==> src/rtl/reg_write_arbiter_if.sv <==
// reg_write_arbiter_if: bundles the requester handshake and the shared
// register write port of reg_write_arbiter.
//   master : the environment side (requesters plus the shared register)
//   slave  : the arbiter itself
interface reg_write_arbiter_if #(
  parameter int NREQ = 4
);
  // Requester side
  logic [NREQ-1:0]      req;       // level request, held until gnt
  logic [32*NREQ-1:0]   req_data;  // requester i owns bits [32*i +: 32]
  logic [NREQ-1:0]      gnt;       // one-hot, one-cycle completion ack
  logic                 busy;      // arbiter is not idle
  logic                 err;       // valid check timed out (with gnt)

  // Shared register side
  logic [31:0]          reg_d;     // register d input
  logic                 reg_en;    // register en input
  logic                 reg_valid; // register valid output

  modport master (
    output req, req_data, reg_valid,
    input  gnt, busy, err, reg_d, reg_en
  );

  modport slave (
    input  req, req_data, reg_valid,
    output gnt, busy, err, reg_d, reg_en
  );
endinterface

==> src/rtl/reg_write_arbiter.sv <==
// reg_write_arbiter: shares the write port of one 32-bit register among NREQ
// requesters. A winner is picked in IDLE, its data is latched and written with
// a one-cycle enable, the register's valid flag is awaited (bounded by
// TIMEOUT cycles), and a one-cycle gnt (plus err on timeout) is returned.
//
// Build option: define REG_ARB_FIXED_PRIO_EN for fixed priority (lowest
// asserted index wins, round-robin pointer frozen). Default is round-robin.
module reg_write_arbiter #(
  parameter int NREQ    = 4,  // number of requesters, 2..8
  parameter int TIMEOUT = 4   // CHECK cycles before giving up, 1..15
) (
  input  logic          clk,
  input  logic          rst,
  reg_write_arbiter_if.slave bus
);

  localparam int PW = (NREQ > 1) ? $clog2(NREQ) : 1;
  localparam logic [PW-1:0]   LAST_INIT   = PW'(NREQ - 1);
  localparam logic [3:0]      TIMEOUT_CNT = 4'(TIMEOUT);
  localparam logic [NREQ-1:0] ONE_HOT0    = {{(NREQ-1){1'b0}}, 1'b1};

  typedef enum logic [1:0] {
    ST_IDLE  = 2'd0,
    ST_WRITE = 2'd1,
    ST_CHECK = 2'd2,
    ST_ACK   = 2'd3
  } state_t;

  state_t            state_q, state_d;
  logic [31:0]       data_q,  data_d;   // latched write data of the winner
  logic [PW-1:0]     win_q,   win_d;    // index of the current winner
  logic [PW-1:0]     last_q,  last_d;   // round-robin pointer (last winner)
  logic [3:0]        cnt_q,   cnt_d;    // CHECK cycle counter, saturating
  logic [NREQ-1:0]   gnt_q,   gnt_d;
  logic              err_q,   err_d;

  logic [PW-1:0]     pick;              // arbitration result this cycle
  logic [PW-1:0]     scan;
  logic [3:0]        cnt_inc;

  // Per-requester 32-bit words carved out of the packed data bus
  logic [31:0]       req_word [NREQ];

  for (genvar gi = 0; gi < NREQ; gi++) begin : g_unpack
    assign req_word[gi] = bus.req_data[32*gi +: 32];
  end

  // Arbitration: choose the winning index among the asserted requests.
  // The loop runs from lowest to highest priority so that the last match
  // (the highest-priority asserted request) is what remains in pick.
  always_comb begin
    pick = last_q;
    scan = '0;
`ifdef REG_ARB_FIXED_PRIO_EN
    for (int k = NREQ - 1; k >= 0; k--) begin
      scan = PW'(k);
      if (bus.req[scan]) begin
        pick = scan;
      end
    end
`else
    // Scan order last+1, last+2, ... wrapping modulo NREQ; k=1 is the
    // highest priority, so it is visited last.
    for (int k = NREQ; k >= 1; k--) begin
      scan = PW'((int'(last_q) + k) % NREQ);
      if (bus.req[scan]) begin
        pick = scan;
      end
    end
`endif
  end

  // Next-state and registered-output logic of the write sequencer
  always_comb begin
    state_d = state_q;
    data_d  = data_q;
    win_d   = win_q;
    last_d  = last_q;
    cnt_d   = cnt_q;
    gnt_d   = '0;
    err_d   = 1'b0;
    cnt_inc = (cnt_q == 4'hF) ? cnt_q : cnt_q + 4'd1;

    unique case (state_q)
      ST_IDLE: begin
        if (|bus.req) begin
          data_d  = req_word[pick];
          win_d   = pick;
`ifndef REG_ARB_FIXED_PRIO_EN
          last_d  = pick;
`endif
          state_d = ST_WRITE;
        end
      end

      ST_WRITE: begin
        // reg_en is decoded from this state; start the valid wait fresh
        cnt_d   = '0;
        state_d = ST_CHECK;
      end

      ST_CHECK: begin
        if (bus.reg_valid) begin
          gnt_d   = ONE_HOT0 << win_q;
          err_d   = 1'b0;
          state_d = ST_ACK;
        end else begin
          cnt_d = cnt_inc;
          if (cnt_inc == TIMEOUT_CNT) begin
            // Give up waiting; still acknowledge the winner, flag the error
            gnt_d   = ONE_HOT0 << win_q;
            err_d   = 1'b1;
            state_d = ST_ACK;
          end
        end
      end

      ST_ACK: begin
        // gnt/err are high for this single cycle; arbitration resumes next
        state_d = ST_IDLE;
      end

      default: begin
        state_d = ST_IDLE;
      end
    endcase
  end

  // State register; reset aborts any transaction in flight without a gnt
  always_ff @(posedge clk) begin
    if (rst) begin
      state_q <= ST_IDLE;
      data_q  <= '0;
      win_q   <= '0;
      last_q  <= LAST_INIT;
      cnt_q   <= '0;
      gnt_q   <= '0;
      err_q   <= 1'b0;
    end else begin
      state_q <= state_d;
      data_q  <= data_d;
      win_q   <= win_d;
      last_q  <= last_d;
      cnt_q   <= cnt_d;
      gnt_q   <= gnt_d;
      err_q   <= err_d;
    end
  end

  // reg_d always reflects the latched data, so it holds its value while idle
  assign bus.reg_d  = data_q;
  assign bus.reg_en = (state_q == ST_WRITE);
  assign bus.busy   = (state_q != ST_IDLE);
  assign bus.gnt    = gnt_q;
  assign bus.err    = err_q;

  // Structural invariants of the handshake
  a_gnt_onehot: assert property (@(posedge clk) disable iff (rst)
    $onehot0(bus.gnt));
  a_err_with_gnt: assert property (@(posedge clk) disable iff (rst)
    bus.err |-> (|bus.gnt));
  a_en_single: assert property (@(posedge clk) disable iff (rst)
    bus.reg_en |=> !bus.reg_en);
  a_gnt_single: assert property (@(posedge clk) disable iff (rst)
    (|bus.gnt) |=> (bus.gnt == '0));

endmodule
==> src/flat_wrapper.sv <==
// flat-port wrapper written by rule: the top's interface ports become plain ports
module reg_write_arbiter_flat 
#(
  parameter int NREQ    = 4,                               
  parameter int TIMEOUT = 4                                          
)
  (clk, rst, bus_req, bus_req_data, bus_reg_valid, bus_gnt, bus_busy, bus_err, bus_reg_d, bus_reg_en);
  reg_write_arbiter_if #(.NREQ(NREQ)) bus_i ();
  input  logic clk;
  input  logic rst;
  input wire logic [$bits(bus_i.req)-1:0] bus_req;
  input wire logic [$bits(bus_i.req_data)-1:0] bus_req_data;
  input wire logic [$bits(bus_i.reg_valid)-1:0] bus_reg_valid;
  output wire logic [$bits(bus_i.gnt)-1:0] bus_gnt;
  output wire logic [$bits(bus_i.busy)-1:0] bus_busy;
  output wire logic [$bits(bus_i.err)-1:0] bus_err;
  output wire logic [$bits(bus_i.reg_d)-1:0] bus_reg_d;
  output wire logic [$bits(bus_i.reg_en)-1:0] bus_reg_en;
  assign bus_i.req = bus_req;
  assign bus_i.req_data = bus_req_data;
  assign bus_i.reg_valid = bus_reg_valid;
  assign bus_gnt = bus_i.gnt;
  assign bus_busy = bus_i.busy;
  assign bus_err = bus_i.err;
  assign bus_reg_d = bus_i.reg_d;
  assign bus_reg_en = bus_i.reg_en;
  reg_write_arbiter #(.NREQ(NREQ), .TIMEOUT(TIMEOUT)) u_core (.clk(clk), .rst(rst), .bus(bus_i));
endmodule
==> config.mk <==
export PLATFORM = sky130hd
export DESIGN_NAME = reg_write_arbiter_flat
export DESIGN_NICKNAME = d
export VERILOG_FILES = /design/src/rtl/reg_write_arbiter_if.sv /design/src/rtl/reg_write_arbiter.sv /design/src/flat_wrapper.sv
export SDC_FILE = /design/constraint.sdc
export NUM_CORES = 1
export LEC_CHECK = 0
export CORE_ASPECT_RATIO = 0.7
export CORE_MARGIN = 1
export CORE_UTILIZATION = 35
export DETAILED_ROUTE_END_ITERATION = 12
export PLACE_DENSITY_LB_ADDON = 0.1
export SLEW_MARGIN = 20
export SYNTH_ARGS = -nofsm -noshare
export SYNTH_HDL_FRONTEND = slang
export SYNTH_SLANG_ARGS = --single-unit
export TNS_END_PERCENT = 10
==> constraint.sdc <==
create_clock -name clk -period 2 [get_ports clk]
set_input_delay 0.4 -clock clk [delete_from_list [all_inputs] [get_ports clk]]
set_output_delay 0.4 -clock clk [all_outputs]
set_load 0.01 [all_outputs]
==> run_results.csv, run 1 <==
group,metric,value,unit
outcome,status,"finished, violations left",
outcome,violations,"DRC",
worst_hold_path,min_path_type,"in2reg",
cells_and_area,fill_cells,652,
floorplanning,rows,27,
grt,grt_start_max_net_pins,22,
yosys,yosys_warnings,0,
drt,dr.pass1.iters,8,
yosys,synth_top_flop_cell,"dfxtp_1",
cells_and_area,antennaDiodeCount,0,
critical_path,cp_slowest_cell,"mux2_2",
power,vdd_drop_max,0.000779,V
power,power,6.83,mW
drt,detail-route-antenna-nets,0,
critical_path,cp_data_required_time,2170,ps
sta,worst_pin_slew,629,ps
worst_hold_path,hold_depth,2,
place,postPlaceCellArea,4930,um2
flow_run,drv_cap,0,
cts,ctsHoldBuffers,0,
cells_and_area,drive_gt1_frac,0.168,
floorplanning,io_pins,174,
place,gp_congestion,0.818,
floorplanning,start_util,0.368,
drt,drt-total-wl,10300,um
sta,slew_headroom,0.579,
critical_path,critPathKind,"in2reg",
sta,rsz0062_at_grt,"true",
grt,grt_pass1_vias,3175,
cts,htreeDepth,2,
cts,cts_tree,"built",
yosys,avgSynthCellArea,9.72,um2
place,place_ws,-689,ps
yosys,yosysUniqueCellTypes,41,
drt,vias,3190,
critical_path,crit_arrival,2110,ps
floorplanning,design.core.area,8010,um2
sta,fin_ws,59.6,ps
sta,drv_slew,0,
grt,antenna_found_initial,0,
floorplanning,die_w,112,um
cells_and_area,fin_cells,590,
yosys,ys_async_sr_fraction,0,
place,dp_cells,578,
drt,drc,13,
sta,hold_viol_final,0,
critical_path,end_kind,"flip-flop",
cells_and_area,final_nets,629,
sta,timing.fmax,0.515,GHz
sta,setup_viol,0,
grt,overflow,0,
yosys,syn_area,2950,um2
cells_and_area,area_growth_syn_to_layout,78.4,%
yosys,synth_cells,303,
yosys,synth.area.top_cells,"dfxtp_1, mux2_1, mux2i_1",
cells_and_area,design_area,5260,um2
sta,fin_crit_sh,0.970,
cts,clk_pin_slew,60,ps
yosys,yosysTopAreaCell,"dfxtp_1",
sta,tns,0,ps
critical_path,path_max_fanout,7,
critical_path,cp-start-kind,"input pin",
sta,fin_crit,1940,ps
power,leakage,1.95,nW
yosys,synth_nets,443,
grt,grt_pass1_wl,16200,um
grt,grtUsageTotal,0.233,
cts,root_buffer,"clkbuf_16",
power,power.density,1300,nW/um2
drt,drt_iter0_markers,109,
drt,vias_per_cell,5.41,
cts,clk_latency,280,ps
critical_path,slowest_delay,330,ps
critical_path,crit_chain,"dlygate4sd2_1 > o21ai_2 > a21boi_2 > nor2_4 > bufbuf_16 > mux2_2 > a221o_1",
yosys,synth-seq-cells,47,
place,port-buffer-count,173,
cts,cts.path.max_buffers,2,
yosys,yosysTopAreaCellShare,0.319,
floorplanning,die_h,78.8,um
sta,finalClockSkew,5.00,ps
floorplanning,die_area,8790,um2
yosys,synth-edff-count,0,
cts,clock-sinks,47,
place,dp_hpwl,7830,um
drt,wl_per_cell,17.4,um
yosys,yosysSeqAreaShare,0.319,
cts,cts_buffers,5,
critical_path,r2r_cells,6,
[stage by stage]
step	util	hold slack, ps
after global routing	0.656	467
final	0.656	446
after CTS	0.653	439
after detailed placement	0.616	485
after floorplan	-	444
after global placement	0.616	478
[synth_stat cells, drive strengths merged (3+ instances only)]
cell type and instances:
a211oi 19, a2111oi 18, clkbuf 12, nand2b 8
or3 3, nor3b 17, dfxtp 47, ha 5
o21ai 3, nor2 30, mux2 28, buf 14
nor3 7, a21oi 10, inv 6, mux2i 19
nor4b 18, nand2 9, a221o 14
[where the power goes]
part	total, mW	switching [mW]	internal (mW)
Combinational	4.34	1.97	2.37
Sequential	1.58	0.232	1.34
Clock	0.916	0.333	0.583
[worst max-delay path, delay by kind of cell]
kind / cells / cell delay [ps]
buffers and inverters: 2 / 590
and+or+nand+nor: 1 / 180
muxes: 1 / 330
AOI/OAI and AO/OA: 3 / 600
[cell type report]
cell class,instances,area [um2],area share
timing repair buffer,205,2080,0.397
multi-input combinational,224,1920,0.365
sequential,47,946,0.180
clock buffer,6,129,0.0245
tap,101,126,0.0240
clock inverter,1,30.0,0.00571
inverter,6,22.5,0.00429
[layout by cell type (no fill, tap or decap), types with 2 or more instances in the layout]
| cell type | n |
|---|---|
| a2111oi_1 | 6 |
| a2111oi_2 | 12 |
| a211oi_1 | 13 |
| a211oi_2 | 6 |
| a21oi_1 | 8 |
| a21oi_2 | 2 |
| a221o_1 | 14 |
| buf_12 | 6 |
| buf_4 | 23 |
| clkbuf_16 | 5 |
| clkdlybuf4s50_1 | 167 |
| dfxtp_1 | 45 |
| dlygate4sd2_1 | 4 |
| ha_1 | 4 |
| inv_1 | 6 |
| mux2_1 | 20 |
| mux2_2 | 8 |
| mux2i_1 | 19 |
| nand2_1 | 9 |
| nand2b_1 | 7 |
| nor2_1 | 27 |
| nor2_4 | 2 |
| nor2b_1 | 2 |
| nor3_1 | 4 |
| nor3_4 | 2 |
| nor3b_1 | 17 |
| nor4b_1 | 18 |
| o21ai_0 | 2 |
| o21bai_1 | 2 |
| o31ai_1 | 2 |
| or3_1 | 3 |
[what timing repair did]
item / 4_1_cts / 5_1_grt
cloned: 2 / 0
endpoints found under the setup margin: 33 / 28
buffers inserted: 3 / 0
pin swaps: 2 / 4
gates resized for setup: 20 / 8
[path summary, 6_finish.rpt]
kind / startpoint / endpoint / slack, ps
max: bus_req[0] / u_core.bus.reg_d[22]$_SDFFE_PP0P_ / 60
min: rst / u_core.win_q[1]$_SDFFE_PP0P_ / 450
max reg2reg: u_core.last_q[0]$_SDFFE_PP1P_ / u_core.bus.reg_d[22]$_SDFFE_PP0P_ / 60
min reg2reg: u_core.win_q[1]$_SDFFE_PP0P_ / u_core.bus.gnt[3]$_SDFF_PP0_ / 500
[sequential cells by signal, indices dropped and copies added, names as in the netlist]
signal	flops
u_core.bus.err	1
u_core.cnt_q	4
u_core.state_q	2
u_core.bus.reg_d	32
u_core.bus.gnt	4
u_core.last_q	2
u_core.win_q	2
[metal layers]
metal	routed length (um)	track usage	vias to the layer above	part of all wire
li1	-	-	1550	-
met5	0	0	-	0
met2	5030	0.402	98	0.49
met1	4480	0.301	1529	0.44
met3	610	0.0435	13	0.059
met4	148	0.0568	0	0.014
[kinds of logic (layout without fill, tap and decap cells)]
group | count (synthesis) | count (layout) | share of synthesized area
adder cells (fa/ha/maj) | 5 | 5 | 0.0212
buffers and inverters | 32 | 218 | 0.0578
multiplexers | 47 | 47 | 0.172
flip-flops | 47 | 47 | 0.319
AO/OA/AOI/OAI | 74 | 74 | 0.224
AND/OR/NAND/NOR | 98 | 98 | 0.206
Note: power is estimated with default switching activity, not from simulation.
==> run 2: changes to the inputs <==
--- a/config.mk
+++ b/config.mk
@@ -10,6 +10,7 @@
 export CORE_UTILIZATION = 35
 export DETAILED_ROUTE_END_ITERATION = 12
 export PLACE_DENSITY_LB_ADDON = 0.1
+export SETUP_SLACK_MARGIN = 0.05
 export SLEW_MARGIN = 20
 export SYNTH_ARGS = -nofsm -noshare
 export SYNTH_HDL_FRONTEND = slang
==> run_results.csv, run 2 (synthesis results as in run 1) <==
group,metric,value,unit
sta,slew_headroom,0.592,
cts,clk_pin_slew,60,ps
floorplanning,die_h,78.8,um
outcome,violations,"DRC",
power,p_int,4.45,mW
outcome,status,"finished, violations left",
grt,grt_pass1_vias,3175,
floorplanning,io_pins,174,
cells_and_area,drive_gt1_frac,0.197,
cells_and_area,area.sequential,948,um2
sta,setup_viol,0,
power,power.net_switching,2.61,mW
place,dp_hpwl,7830,um
floorplanning,design.core.area,8010,um2
cts,root_buffer,"clkbuf_16",
cells_and_area,final_common_cell,"clkdlybuf4s50_1",
sta,timing.fmax,0.527,GHz
power,pwr-share-comb,0.645,
sta,rsz0062_at_grt,"true",
worst_hold_path,min_path_type,"in2reg",
drt,drt_iter0_markers,138,
sta,fin_crit,1900,ps
critical_path,critPathKind,"in2reg",
place,gp_congestion,0.818,
place,port-buffer-count,173,
critical_path,path_max_fanout,7,
drt,vias,3171,
power,switching_share,0.370,
critical_path,r2r_cells,7,
power,vdd_drop_max,0.000770,V
power,clock_power_share,0.130,
power,leakage,2.00,nW
cells_and_area,layout_common_cells,"clkdlybuf4s50_1, dfxtp_1, nor2_1, buf_4, mux2i_1",
critical_path,cp_data_required_time,2170,ps
cts,clk_latency,280,ps
grt,grt_start_max_net_pins,22,
sta,drv_slew,0,
floorplanning,start_util,0.368,
cells_and_area,multi_input_area,1970,um2
sta,hold_viol_final,0,
cts,clock-sinks,47,
worst_hold_path,hold_depth,2,
critical_path,crit_arrival,2060,ps
drt,vias_per_cell,5.35,
floorplanning,die_area,8790,um2
drt,wl_per_cell,17.7,um
cells_and_area,area_growth_syn_to_layout,82.0,%
power,power_frac_seq,0.224,
cells_and_area,largest_reg_flops,32,
drt,dr.pass1.iters,9,
floorplanning,rows,27,
cells_and_area,utilization,0.669,
critical_path,end_kind,"flip-flop",
power,power,7.06,mW
drt,drt-total-wl,10500,um
critical_path,cp-start-kind,"input pin",
grt,antenna_found_initial,0,
sta,fin_crit_sh,0.949,
grt,grtUsageTotal,0.233,
sta,finalClockSkew,4.45,ps
grt,grt_pass1_wl,16200,um
cells_and_area,antennaDiodeCount,0,
grt,overflow,0,
cts,cts.path.max_buffers,2,
flow_run,drv_cap,0,
cts,htreeDepth,2,
drt,drc,13,
cells_and_area,final_nets,632,
power,power.density,1320,nW/um2
cts,cts_buffers,5,
cells_and_area,fill_cells,629,
drt,detail-route-antenna-nets,0,
sta,worst_pin_slew,610,ps
floorplanning,die_w,112,um
cts,cts_tree,"built",
==> run 2: changes by cell type in the layout (fill, tap and decap cells not counted), sizes merged <==
cell	change
bufbuf	-1
buf	+3
dlygate4sd2	-3
clkdlybuf4s15	+2
clkbuf	+2
==> run 2: cell type report <==
| class | count | area share |
|---|---|---|
| Tap cell | 101 | 0.0236 |
| Clock buffer | 6 | 0.0240 |
| Sequential cell | 47 | 0.177 |
| Inverter | 6 | 0.00420 |
| Multi-Input combinational cell | 224 | 0.368 |
| Timing Repair Buffer | 208 | 0.398 |
| Clock inverter | 1 | 0.00560 |
==> run 2: what timing repair did <==
item / 4_1_cts / 5_1_grt
hold buffers: 0 / 0
pin swaps: 2 / 14
endpoints found under the setup margin: 35 / 33
gates resized for setup: 21 / 26
buffers inserted: 3 / 2
cloned: 2 / 1
==> run 2: worst paths after layout <==
path                                  from                           endpoint  slack (ps)
max                             bus_req[2]  u_core.bus.reg_d[26]$_SDFFE_PP0P_         100
min                                    rst       u_core.win_q[1]$_SDFFE_PP0P_         450
min reg2reg   u_core.win_q[1]$_SDFFE_PP0P_       u_core.bus.gnt[3]$_SDFF_PP0_         500
max reg2reg  u_core.last_q[1]$_SDFFE_PP1P_  u_core.bus.reg_d[26]$_SDFFE_PP0P_         110
==> run 2: routing by layer <==
layer | GRT usage | part of all wire | wire (um)
met2 | 0.402 | 0.48 | 5080
met1 | 0.301 | 0.44 | 4640
met3 | 0.0435 | 0.061 | 645
met5 | 0 | 0 | 0
met4 | 0.0568 | 0.012 | 130
==> run 2: critical path, stage by stage <==
cell             delay [ps]
clkdlybuf4s15_1         280
nor3_2                   60
a31o_1                  230
nor2_4                  170
buf_12                  150
buf_12                  130
mux2_2                  330
a221o_1                 310
==> run 2: power by group through the flow <==
| stage | Sequential (mW) | Clock [mW] | Combinational, mW |
|---|---|---|---|
| CTS | 1.57 | 0.944 | 4.33 |
| global placement | 1.57 | 0 | 3.89 |
| detailed placement | 1.58 | 0 | 3.95 |
| finish | 1.58 | 0.920 | 4.56 |
| floorplan | 1.70 | 0 | 2.06 |
| global route | 1.63 | 0.982 | 4.87 |
==> run 2: through the flow <==
stage | std cells | TNS [ps] | setup WS (ps) | hold WS, ps | instance area [um2]
CTS | 590 | 0 | 26.8 | 439 | 5230
floorplan | 303 | 0 | 56.2 | 444 | 2950
finish | 593 | 0 | 103 | 447 | 5360
global placement | 578 | -19320 | -624 | 478 | 4930
global route | 593 | 0 | 19.6 | 467 | 5360
detailed placement | 578 | -21060 | -689 | 485 | 4930
